==> src/rtl/stream_pkg.sv <==
// Shared helpers for pointer-based stream blocks.
package stream_pkg;

  // One extra bit above the index width serves as the wrap bit.
  function automatic int stream_fifo_ptr_width(input int depth);
    return $clog2(depth) + 1;
  endfunction

endpackage

==> src/rtl/stream_fifo_ram.sv <==
// FIFO storage: registered write port, combinational read port, no reset.
module stream_fifo_ram #(
  parameter int DATA_WIDTH = 32,
  parameter int DEPTH      = 4,
  parameter int ADDR_WIDTH = $clog2(DEPTH)
) (
  input  logic                  clk,
  input  logic                  we,
  input  logic [ADDR_WIDTH-1:0] waddr,
  input  logic [DATA_WIDTH-1:0] wdata,
  input  logic [ADDR_WIDTH-1:0] raddr,
  output logic [DATA_WIDTH-1:0] rdata
);

  logic [DATA_WIDTH-1:0] mem [DEPTH];

  always_ff @(posedge clk) begin
    if (we) mem[waddr] <= wdata;
  end

  assign rdata = mem[raddr];

endmodule

==> src/rtl/stream_fifo.sv <==
// Valid/ready FIFO; handshake outputs come only from registered pointers,
// so neither side sees a same-cycle combinational path from the other.
module stream_fifo
  import stream_pkg::*;
#(
  parameter int DATA_WIDTH = 32,
  parameter int DEPTH      = 4
) (
  input  logic                                   clk,
  input  logic                                   rst,
  input  logic                                   valid_input,
  output logic                                   ready_input,
  input  logic [DATA_WIDTH-1:0]                  data_input,
  output logic                                   valid_output,
  input  logic                                   ready_output,
  output logic [DATA_WIDTH-1:0]                  data_output,
  output logic [stream_fifo_ptr_width(DEPTH)-1:0] count
);

  localparam int PW = stream_fifo_ptr_width(DEPTH);
  localparam int AW = PW - 1;

  if (DEPTH < 2 || (DEPTH & (DEPTH - 1)) != 0) begin : g_bad_depth
    $error("stream_fifo: DEPTH must be a power of two and at least 2");
  end

  logic [PW-1:0] wr_ptr;
  logic [PW-1:0] rd_ptr;
  logic          full;
  logic          empty;
  logic          push;
  logic          pop;

  assign empty = (wr_ptr == rd_ptr);
  assign full  = (wr_ptr[AW-1:0] == rd_ptr[AW-1:0]) && (wr_ptr[AW] != rd_ptr[AW]);

  assign ready_input  = !full;
  assign valid_output = !empty;

  assign push = valid_input && ready_input;
  assign pop  = valid_output && ready_output;

  // Pointers are exactly PW bits wide, so natural overflow is the mod 2*DEPTH wrap.
  always_ff @(posedge clk or negedge rst) begin
    if (!rst) begin
      wr_ptr <= '0;
      rd_ptr <= '0;
      count  <= '0;
    end else begin
      if (push) wr_ptr <= wr_ptr + PW'(1);
      if (pop)  rd_ptr <= rd_ptr + PW'(1);
      case ({push, pop})
        2'b10:   count <= count + PW'(1);
        2'b01:   count <= count - PW'(1);
        default: count <= count;
      endcase
    end
  end

  stream_fifo_ram #(
    .DATA_WIDTH (DATA_WIDTH),
    .DEPTH      (DEPTH),
    .ADDR_WIDTH (AW)
  ) u_ram (
    .clk   (clk),
    .we    (push),
    .waddr (wr_ptr[AW-1:0]),
    .wdata (data_input),
    .raddr (rd_ptr[AW-1:0]),
    .rdata (data_output)
  );

endmodule

==> config.mk <==
export PLATFORM = sky130hd
export DESIGN_NAME = stream_fifo
export DESIGN_NICKNAME = d
export VERILOG_FILES = /design/src/rtl/stream_pkg.sv /design/src/rtl/stream_fifo_ram.sv /design/src/rtl/stream_fifo.sv
export SDC_FILE = /design/constraint.sdc
export NUM_CORES = 1
export LEC_CHECK = 0
export ABC_AREA = 1
export CORE_MARGIN = 2
export CORE_UTILIZATION = 50
export CTS_CLUSTER_DIAMETER = 200
export DETAILED_ROUTE_END_ITERATION = 6
export PLACE_DENSITY_LB_ADDON = 0.3
export SLEW_MARGIN = 0
export SYNTH_ARGS = -nofsm -noshare
export SYNTH_HDL_FRONTEND = slang
export SYNTH_HIERARCHICAL = 1
export SYNTH_SLANG_ARGS = --single-unit
==> constraint.sdc <==
create_clock -name clk -period 4.6 [get_ports clk]
set_input_delay 0.69 -clock clk [delete_from_list [all_inputs] [get_ports clk]]
set_output_delay 0.69 -clock clk [all_outputs]
set_load 0.05 [all_outputs]
======== Word level (Yosys, flattened, before mapping) ========
Memory sizes are Yosys's and may differ from the RTL's.
Cells that the tools add are included.
operators by class
  multiplexer cells ....................... 3
  $add $sub $neg .......................... 4
  eq/ne operators ......................... 5
  reduce and logical (&&, ||, !) cells .... 6
operator list
  cell                 number
  $add 3x1->3 const B  3
  $pmux 3 s2           1
  $eq 3x3->1           1
  $logic_and 1x1->1    3
  $sub 3x1->3 const B  1
  $eq 2x1->1 const B   1
  $eq 2x2->1           1
  $eq 2x2->1 const B   1
  $logic_not 1->1      2
  $mux 1               2
  $reduce_bool 2->1    1
  $ne 1x1->1           1
word-level totals
  memory bits (writable) .................. 128
  input port bits ......................... 36
  output and inout port bits .............. 37
  bits in registers ....................... 9
  memories kept ........................... 1
  word-level logic and storage cells ...... 22
memory list
  memory     depth  width  rd ports  clocked after Yosys merged registers in  write ports  RTL line               source
  u_ram.mem  4      32     1         0                                        1            stream_fifo_ram.sv:15  logic [DATA_WIDTH-1:0] mem [DEPTH];

======== Logic depth before layout (Yosys ltp) ========
Gate-level depths: netlist of run 1.
  word-level depth ........................ 6
  depth in mapped cells ................... 12
  depth with buffers taken out ............ 12

======== Modules after synthesis ========
Netlist of run 1, hierarchy kept.
by module, submodules not included
  module           area each (um2)  times used  cells an instance
  stream_fifo_ram  5437.7           1           509
  stream_fifo      551.8            1           67

======== Least setup slack after synthesis of run 1 ========
Ideal clock, no wire load.
  kind .................................... register to register
  start ................................... register wr_ptr[0]
  end ..................................... memory u_ram.mem[1][0], enable pin
  slack ................................... 0.922 ns
  stages on the path, launching flop included .. 9
  period minus slack after synthesis ...... 3.678 ns
  path buffers ............................ 0
  data arrival time ....................... 3.216 ns
  library setup time ...................... 0.461 ns
  data required time ...................... 4.139 ns
  path through ............................ dfrtp_1 inv_1 nand2_1 nand2_2 nand3_4 nand2_4 inv_1 inv_1 nor3_1
on the way
  word-level cells in the longest chain between the ends .. 6
ends and longest elaborated chain
  element                       RTL line               source
  start, declared               stream_fifo.sv:27      logic [PW-1:0] wr_ptr;
  start signal, assigned        stream_fifo.sv:50      if (push) wr_ptr <= wr_ptr + PW'(1);
  $eq 2x2->1                    stream_fifo.sv:35      assign full = (wr_ptr[AW-1:0] == rd_ptr[AW-1:0]) && (wr_ptr[AW] != rd_ptr[AW]);
  $logic_and 1x1->1             stream_fifo.sv:35
  $logic_not 1->1               stream_fifo.sv:37      assign ready_input = !full;
  via ready_input               stream_fifo.sv:12      output logic ready_input,
  $logic_and 1x1->1             stream_fifo.sv:40      assign push = valid_input && ready_input;
  via push                      stream_fifo.sv:31      logic push;
  $mux 1                        stream_fifo_ram.sv:18  if (we) mem[waddr] <= wdata;
  $mux 1 (implied by the code)  stream_fifo_ram.sv:18
  end, declared                 stream_fifo_ram.sv:15
The timed path passes the listed nets, and every way through them passes these cells.

======== Worst setup path after layout of run 1 ========
  start ................................... register rd_ptr[0]
  end ..................................... output port data_output[14]
on the way
  word-level cells in the longest chain between the ends .. 1
ends and longest elaborated chain
  element                 RTL line           source
  start, declared         stream_fifo.sv:28  logic [PW-1:0] rd_ptr;
  start signal, assigned  stream_fifo.sv:51  if (pop) rd_ptr <= rd_ptr + PW'(1);
  $mem_v2 4x32            n/a
  end, declared           stream_fifo.sv:16  output logic [DATA_WIDTH-1:0] data_output,
No other way between the ends.

==> flow_summary.json, run 1 <==
{
  "place_area_sq_mm": 0.006824,
  "power.static_leakage_nw": 3.362,
  "avgSynthCellArea_sq_um": 10.40,
  "rsz0062_at_grt": "no",
  "ws_path_type": "register to output pin",
  "finalMaxSlewViolations": 0,
  "grt_pass1_vias": 3808,
  "yosysWarnings": 6,
  "crit_path_max_fanout": 64,
  "filler_cell_count": 882,
  "chip_width_um": 113.5,
  "fin_crit_ns": 3.375,
  "synth-compound-area-share": 0.002507,
  "drt_iter0_markers": 202,
  "post_route_cells_drive_above_1_share": 0.06876,
  "worst_slew_margin_rel": 0.2743,
  "post-route-period-util": 0.7337,
  "synthAdderAreaFrac": 0.009609,
  "cts.sink_count": 137,
  "synth_top_family_by_area": "simple AND/OR/NAND/NOR gates",
  "cts_buffer_depth": 2,
  "design.die.area_sq_mm": 0.01287,
  "placed_cells": 780,
  "cpMaxStageDelayCell": "sky130_fd_sc_hd__inv_2",
  "clock_tree.htree_level_count": 4,
  "yosys_reg_bits": 137,
  "max_clock_freq_mhz": 296.3,
  "tns_ns": 0,
  "critical-path-max-stage-delay_ns": 0.75,
  "setup_viol_count_final": 0,
  "synth-simple-area-share": 0.1861,
  "hold_fix_buffer_count_after_cts": 0,
  "globalRouteTotalUtil": 0.1854,
  "synth.cell_area_sq_mm": 0.005989,
  "via_count": 3887,
  "worst_setup_path_start_kind": "register",
  "placementRows": 39,
  "timing.critical_path.to_type": "output pin",
  "outcome": "complete, no violations",
  "multi_input_area_sq_mm": 0.001242,
  "worst-r2r-setup-slack_ns": 1.71,
  "port_buffers": 72,
  "cts_tree": "done",
  "max_cap_violations": 0,
  "postCtsSetupRepairBufs": 0,
  "critical_path.cell_chain": "inv_2 > nand2_1 > nand3_1 > nand2_1 > clkdlybuf4s50_1",
  "insertion_delay_ns": 0.40,
  "worst-endpoint-required_ns": 3.91,
  "dp_hpwl_mm": 6.869,
  "drc": 0,
  "layout.area.seq_sq_mm": 0.004070,
  "post_drt_wl_per_cell_um": 14.12,
  "post_synth_mux_area_share": 0,
  "layout.cell_area.non_filler_sq_mm": 0.007416,
  "final_antenna_net_count": 0,
  "grt_pass1_wl_mm": 18.09,
  "worst_hold_slack_ns": 0.5060,
  "route.final.wire_length_mm": 11.47,
  "nets": 696,
  "synthesis.instances": 576,
  "crit_arrival_ns": 2.68,
  "antenna_cells": 0,
  "tightest_slew_ns": 1.089,
  "area.growth.synth_to_final_pct": 23.81,
  "cts_resized": 0,
  "initial_core_util": 0.5179,
  "synth-seq-area-share": 0.6793,
  "core_area_sq_mm": 0.01156,
  "layout.cells.non_filler": 812,
  "worst_clk_skew_ns": 0.007339,
  "gp_congestion": 0.8200,
  "numCtsBuffers": 17,
  "critical_path.most_common_cell": "sky130_fd_sc_hd__nand2_1",
  "synth_fp_nets": 616,
  "finish.utilization": 0.6412,
  "drtPass1Iterations": 6,
  "initial_antenna_violation_count": 0,
  "fp.dieH_um": 113.5,
  "viasPerCell": 4.787,
  "ir_drop_mv": 0.3678,
  "min_path_type": "register to register",
  "io_pins": 73,
  "cts_root_buf": "sky130_fd_sc_hd__clkbuf_16",
  "grt_max_degree": 69,
  "clkTransAtPathRegs_ns": 0.05,
  "ys_types": 20,
  "timing.final.hold_violations": 0,
  "pwr_density_cell_mw_per_mm2": 763.1,
  "grt_remaining_overflow": 0,
  "yosys.area_share.xor_xnor": 0.005849
}
==> routing by layer <==
metal  GRT usage  share of wire  up-vias
met5           0              0        -
met1      0.2166           0.42     1838
met3     0.05207          0.047        8
met4     0.06098         0.0075        0
li1            -              -     1950
met2      0.3313           0.53       91
==> cell usage after synthesis <==
| master | instances | share of area |
|---|---|---|
| sky130_fd_sc_hd__a21oi_1 | 1 | 0.00083 |
| sky130_fd_sc_hd__buf_2 | 9 | 0.0075 |
| sky130_fd_sc_hd__buf_4 | 4 | 0.0050 |
| sky130_fd_sc_hd__buf_6 | 7 | 0.013 |
| sky130_fd_sc_hd__dfrtp_1 | 9 | 0.038 |
| sky130_fd_sc_hd__edfxtp_1 | 128 | 0.64 |
| sky130_fd_sc_hd__fa_1 | 1 | 0.0033 |
| sky130_fd_sc_hd__ha_1 | 3 | 0.0063 |
| sky130_fd_sc_hd__inv_1 | 144 | 0.090 |
| sky130_fd_sc_hd__inv_2 | 1 | 0.00063 |
| sky130_fd_sc_hd__nand2_1 | 183 | 0.11 |
| sky130_fd_sc_hd__nand2_2 | 3 | 0.0031 |
| sky130_fd_sc_hd__nand2_4 | 1 | 0.0019 |
| sky130_fd_sc_hd__nand3_1 | 70 | 0.058 |
| sky130_fd_sc_hd__nand3_2 | 1 | 0.0017 |
| sky130_fd_sc_hd__nand3_4 | 1 | 0.0029 |
| sky130_fd_sc_hd__nor3_1 | 4 | 0.0033 |
| sky130_fd_sc_hd__o21ai_0 | 2 | 0.0017 |
| sky130_fd_sc_hd__xnor2_1 | 1 | 0.0015 |
| sky130_fd_sc_hd__xor2_1 | 3 | 0.0044 |
==> cells in the final DEF, fill, tap and decap left out <==
master                            Yosys  final
sky130_fd_sc_hd__nand2_1            183    183
sky130_fd_sc_hd__inv_1              144    144
sky130_fd_sc_hd__edfxtp_1           128    128
sky130_fd_sc_hd__clkdlybuf4s50_1      0     72
sky130_fd_sc_hd__nand3_1             70     70
sky130_fd_sc_hd__clkbuf_16            0     17
sky130_fd_sc_hd__buf_4                4      9
sky130_fd_sc_hd__dfrtp_1              9      8
sky130_fd_sc_hd__bufinv_16            0      4
sky130_fd_sc_hd__clkinv_2             0      4
sky130_fd_sc_hd__clkinv_1             0      4
sky130_fd_sc_hd__nor3_2               0      4
sky130_fd_sc_hd__nand2_2              3      3
sky130_fd_sc_hd__xor2_1               3      3
sky130_fd_sc_hd__ha_1                 3      3
sky130_fd_sc_hd__clkbuf_1             0      3
sky130_fd_sc_hd__o21ai_0              2      2
sky130_fd_sc_hd__nand3_2              1      1
sky130_fd_sc_hd__nand3_4              1      1
sky130_fd_sc_hd__nand2_4              1      1
sky130_fd_sc_hd__a21oi_1              1      1
sky130_fd_sc_hd__xnor2_1              1      1
sky130_fd_sc_hd__fa_1                 1      1
sky130_fd_sc_hd__dfrtp_2              0      1
sky130_fd_sc_hd__inv_2                1      1
==> where the power goes <==
part           switching (W)  internal, W
Combinational        0.00179     0.000760
Sequential         0.0000898      0.00166
Clock               0.000459     0.000895
==> metrics by stage <==
| step | power [W] | worst slack (ns) |
|---|---|---|
| 2_1_floorplan | 0.003608 | 0.9223 |
| 6_report | 0.005659 | 1.225 |
| 3_3_place_gp | 0.004285 | 1.749 |
| 4_1_cts | 0.005706 | 1.182 |
| 5_1_grt | 0.005967 | 1.020 |
| 3_5_place_dp | 0.004343 | 1.632 |
==> logic make-up (layout without fill, tap and decap cells) <==
group                    after synthesis  in the layout
AND/OR/NAND/NOR                      263            263
adder cells (fa/ha/maj)                4              4
flip-flops                           137            137
buffers and inverters                165            258
XOR/XNOR                               4              4
AO/OA/AOI/OAI                          3              3
==> final timing paths <==
path                            cells past startpoint                          to                  start
worst max-delay path                                5             data_output[14]  rd_ptr[0]$_DFFE_PN0P_
worst min-delay path                                1        count[0]$_DFFE_PN0P_   count[0]$_DFFE_PN0P_
worst max register to register                     10  u_ram/mem[2][28]$_DFFE_PP_  rd_ptr[0]$_DFFE_PN0P_
worst min register to register                      1        count[0]$_DFFE_PN0P_   count[0]$_DFFE_PN0P_
max in group asynchronous                           1       rd_ptr[0]$_DFFE_PN0P_                    rst
min in group asynchronous                           1       wr_ptr[1]$_DFFE_PN0P_                    rst
==> registers in the layout, summed over array words and instances, names as in the netlist <==
name / flops
wr_ptr: 3
u_ram/mem: 128
count: 3
rd_ptr: 3
==> layout make-up <==
| type | count | area share |
|---|---|---|
| sequential | 137 | 0.5488 |
| multi-input combinational | 274 | 0.1675 |
| timing repair buffer | 81 | 0.1063 |
| inverter | 145 | 0.07339 |
| clock buffer | 20 | 0.05888 |
| tap | 143 | 0.02413 |
| clock inverter | 12 | 0.02092 |
==> critical path: cells and delay by family (launching register included) <==
kind,cells,cell delay [ns]
buffers and inverters,2,1.45
and+or+nand+nor,3,0.39
DFF,1,0.41
(Power assumes the default switching activity.)
==> run 2: changes to the inputs <==
==> constraint.sdc (replaced) <==
create_clock -name clk -period 3.2 [get_ports clk]
set_input_delay 0.48 -clock clk [delete_from_list [all_inputs] [get_ports clk]]
set_output_delay 0.48 -clock clk [all_outputs]
set_load 0.05 [all_outputs]
==> run 2 against run 1 <==
Critical path depth did not move. Final cell count rose by 0.25%. Die area unchanged. Core utilization shrank 0.75 points. Critical endpoint is now data_output[2]. Clock skew shrank 0.0012 ns. Power rose by 41%. Cell area is 1.2% lower. Hold slack got worse by 0.12 ns. Highest routed layer unchanged. Largest power group unchanged. Setup slack got worse by 0.85 ns. Clock power is 39% higher. Flip-flop and latch count unchanged. First-iteration DRC count up 18%.
==> flow_summary.json, run 2 (same netlist as run 1, synthesis figures left out) <==
{
  "outcome": "complete, no violations",
  "fin_crit_ns": 2.821,
  "cts_root_buf": "sky130_fd_sc_hd__clkbuf_16",
  "max_clock_freq_mhz": 354.5,
  "dp_hpwl_mm": 6.769,
  "insertion_delay_ns": 0.41,
  "initial_core_util": 0.5179,
  "route.final.wire_length_mm": 11.34,
  "final_antenna_net_count": 0,
  "layout.cells.most_common": "sky130_fd_sc_hd__nand2_1",
  "grt_pass1_wl_mm": 18.45,
  "tns_ns": 0,
  "largest_register_ffs": 128,
  "cts.sink_count": 137,
  "placement.setup.worst_slack_ns": 0.7885,
  "timing.critical_path.to_type": "output pin",
  "timing.final.hold_violations": 0,
  "post-route-period-util": 0.8814,
  "chip_width_um": 113.5,
  "finalMaxSlewViolations": 0,
  "worst-endpoint-required_ns": 2.72,
  "mostFrequentLayoutCells": "sky130_fd_sc_hd__nand2_1 (183), sky130_fd_sc_hd__inv_1 (144), sky130_fd_sc_hd__edfxtp_1 (128), sky130_fd_sc_hd__nand3_1 (70), sky130_fd_sc_hd__buf_4 (46)",
  "initial_antenna_violation_count": 0,
  "drc": 0,
  "tightest_slew_ns": 1.078,
  "grt_remaining_overflow": 0,
  "drtPass1Iterations": 4,
  "post_drt_wl_per_cell_um": 13.93,
  "cts_tree": "done",
  "worst_clk_skew_ns": 0.006153,
  "area.growth.synth_to_final_pct": 22.37,
  "clkTransAtPathRegs_ns": 0.05,
  "post-route-worst-setup-slack_ns": 0.3794,
  "post_route_cells_drive_above_1_share": 0.1237,
  "design.die.area_sq_mm": 0.01287,
  "globalRouteTotalUtil": 0.1887,
  "grt_pass1_vias": 3819,
  "io_pins": 73,
  "core_area_sq_mm": 0.01156,
  "crit_arrival_ns": 2.34,
  "ws_path_type": "register to output pin",
  "cts_buffer_depth": 2,
  "pwr_density_cell_mw_per_mm2": 1086,
  "ir_drop_mv": 0.6268,
  "drt_iter0_markers": 239,
  "numCtsBuffers": 17,
  "nets": 699,
  "max_cap_violations": 0,
  "gp_congestion": 0.7727,
  "antenna_cells": 0,
  "hold_fix_buffer_count_after_cts": 0,
  "postCtsSetupRepairBufs": 0,
  "min_path_type": "primary input to asynchronous set/reset pin",
  "power.static_leakage_nw": 3.387,
  "port_buffers": 72,
  "cts_resized": 0,
  "setup_viol_count_final": 0,
  "fp.dieH_um": 113.5,
  "rsz0062_at_grt": "no",
  "viasPerCell": 4.790,
  "clock_tree.htree_level_count": 4,
  "grt_max_degree": 65,
  "placementRows": 39,
  "top_register": "u_ram/mem",
  "via_count": 3899,
  "crit_path_max_fanout": 64,
  "worst_hold_slack_ns": 0.3871,
  "total_power_w": 0.007958,
  "worst_slew_margin_rel": 0.2801,
  "worst_setup_path_start_kind": "register",
  "filler_cell_count": 897
}
[run 2: cell types whose count changed in the layout (fill, tap and decap cells not counted), sizes merged]
cell	before	now
buf	9	46
clkdlybuf4s50	72	38
clkinv	8	5
clkinvlp	0	2
bufinv	4	3
clkbuf	20	21
[run 2: routing by layer]
metal / share of wire / vias to the layer above / GRT usage
met5: 0 / - / 0
met4: 0.014 / 0 / 0.08618
met3: 0.050 / 16 / 0.04516
met2: 0.52 / 98 / 0.3246
met1: 0.42 / 1825 / 0.2265
li1: - / 1960 / -
[run 2: stage by stage]
step | area [sq um] | instances | util
after floorplan | 5989 | 576 | -
after global placement | 6761 | 783 | 0.5847
after detailed placement | 6761 | 783 | 0.5847
after CTS | 7330 | 814 | 0.6338
after global routing | 7330 | 814 | 0.6338
final | 7330 | 814 | 0.6338
[run 2: power breakdown]
part	leakage (nW)	internal [W]	total (W)	switching, W
logic	1.83	0.000994	0.00351	0.00252
clock network	0.272	0.00121	0.00187	0.000664
registers	1.28	0.00239	0.00258	0.000186
total	3.39	0.00459	0.00796	0.00337
[run 2: final cells by class]
class,instances,area (sq um),area share
Inverter,145,544.3,0.07426
Multi-Input combinational cell,274,1242,0.1695
Clock inverter,10,127.6,0.01741
Clock buffer,21,440.4,0.06009
Timing Repair Buffer,84,725.7,0.09901
Tap cell,143,178.9,0.02441
Sequential cell,137,4070,0.5553
[run 2: worst paths after layout]
kind | slack [ns] | start | cells after the start | to
worst max register to register | 0.92 | rd_ptr[1]$_DFFE_PN0P_ | 12 | count[2]$_DFFE_PN0P_
worst min register to register | 0.50 | count[0]$_DFFE_PN0P_ | 1 | count[0]$_DFFE_PN0P_
max in group asynchronous | 2.48 | rst | 1 | rd_ptr[0]$_DFFE_PN0P_
worst max-delay path | 0.38 | rd_ptr[0]$_DFFE_PN0P_ | 5 | data_output[2]
min in group clk | 0.50 | count[0]$_DFFE_PN0P_ | 1 | count[0]$_DFFE_PN0P_
worst min-delay path | 0.39 | rst | 1 | wr_ptr[2]$_DFFE_PN0P_
[run 2: critical path, cell delays in order, from the launching register on]
cell	delay, ns
sky130_fd_sc_hd__dfrtp_2	0.54
sky130_fd_sc_hd__inv_2	0.83
sky130_fd_sc_hd__nand2_1	0.16
sky130_fd_sc_hd__nand3_1	0.12
sky130_fd_sc_hd__nand2_1	0.08
sky130_fd_sc_hd__buf_4	0.19
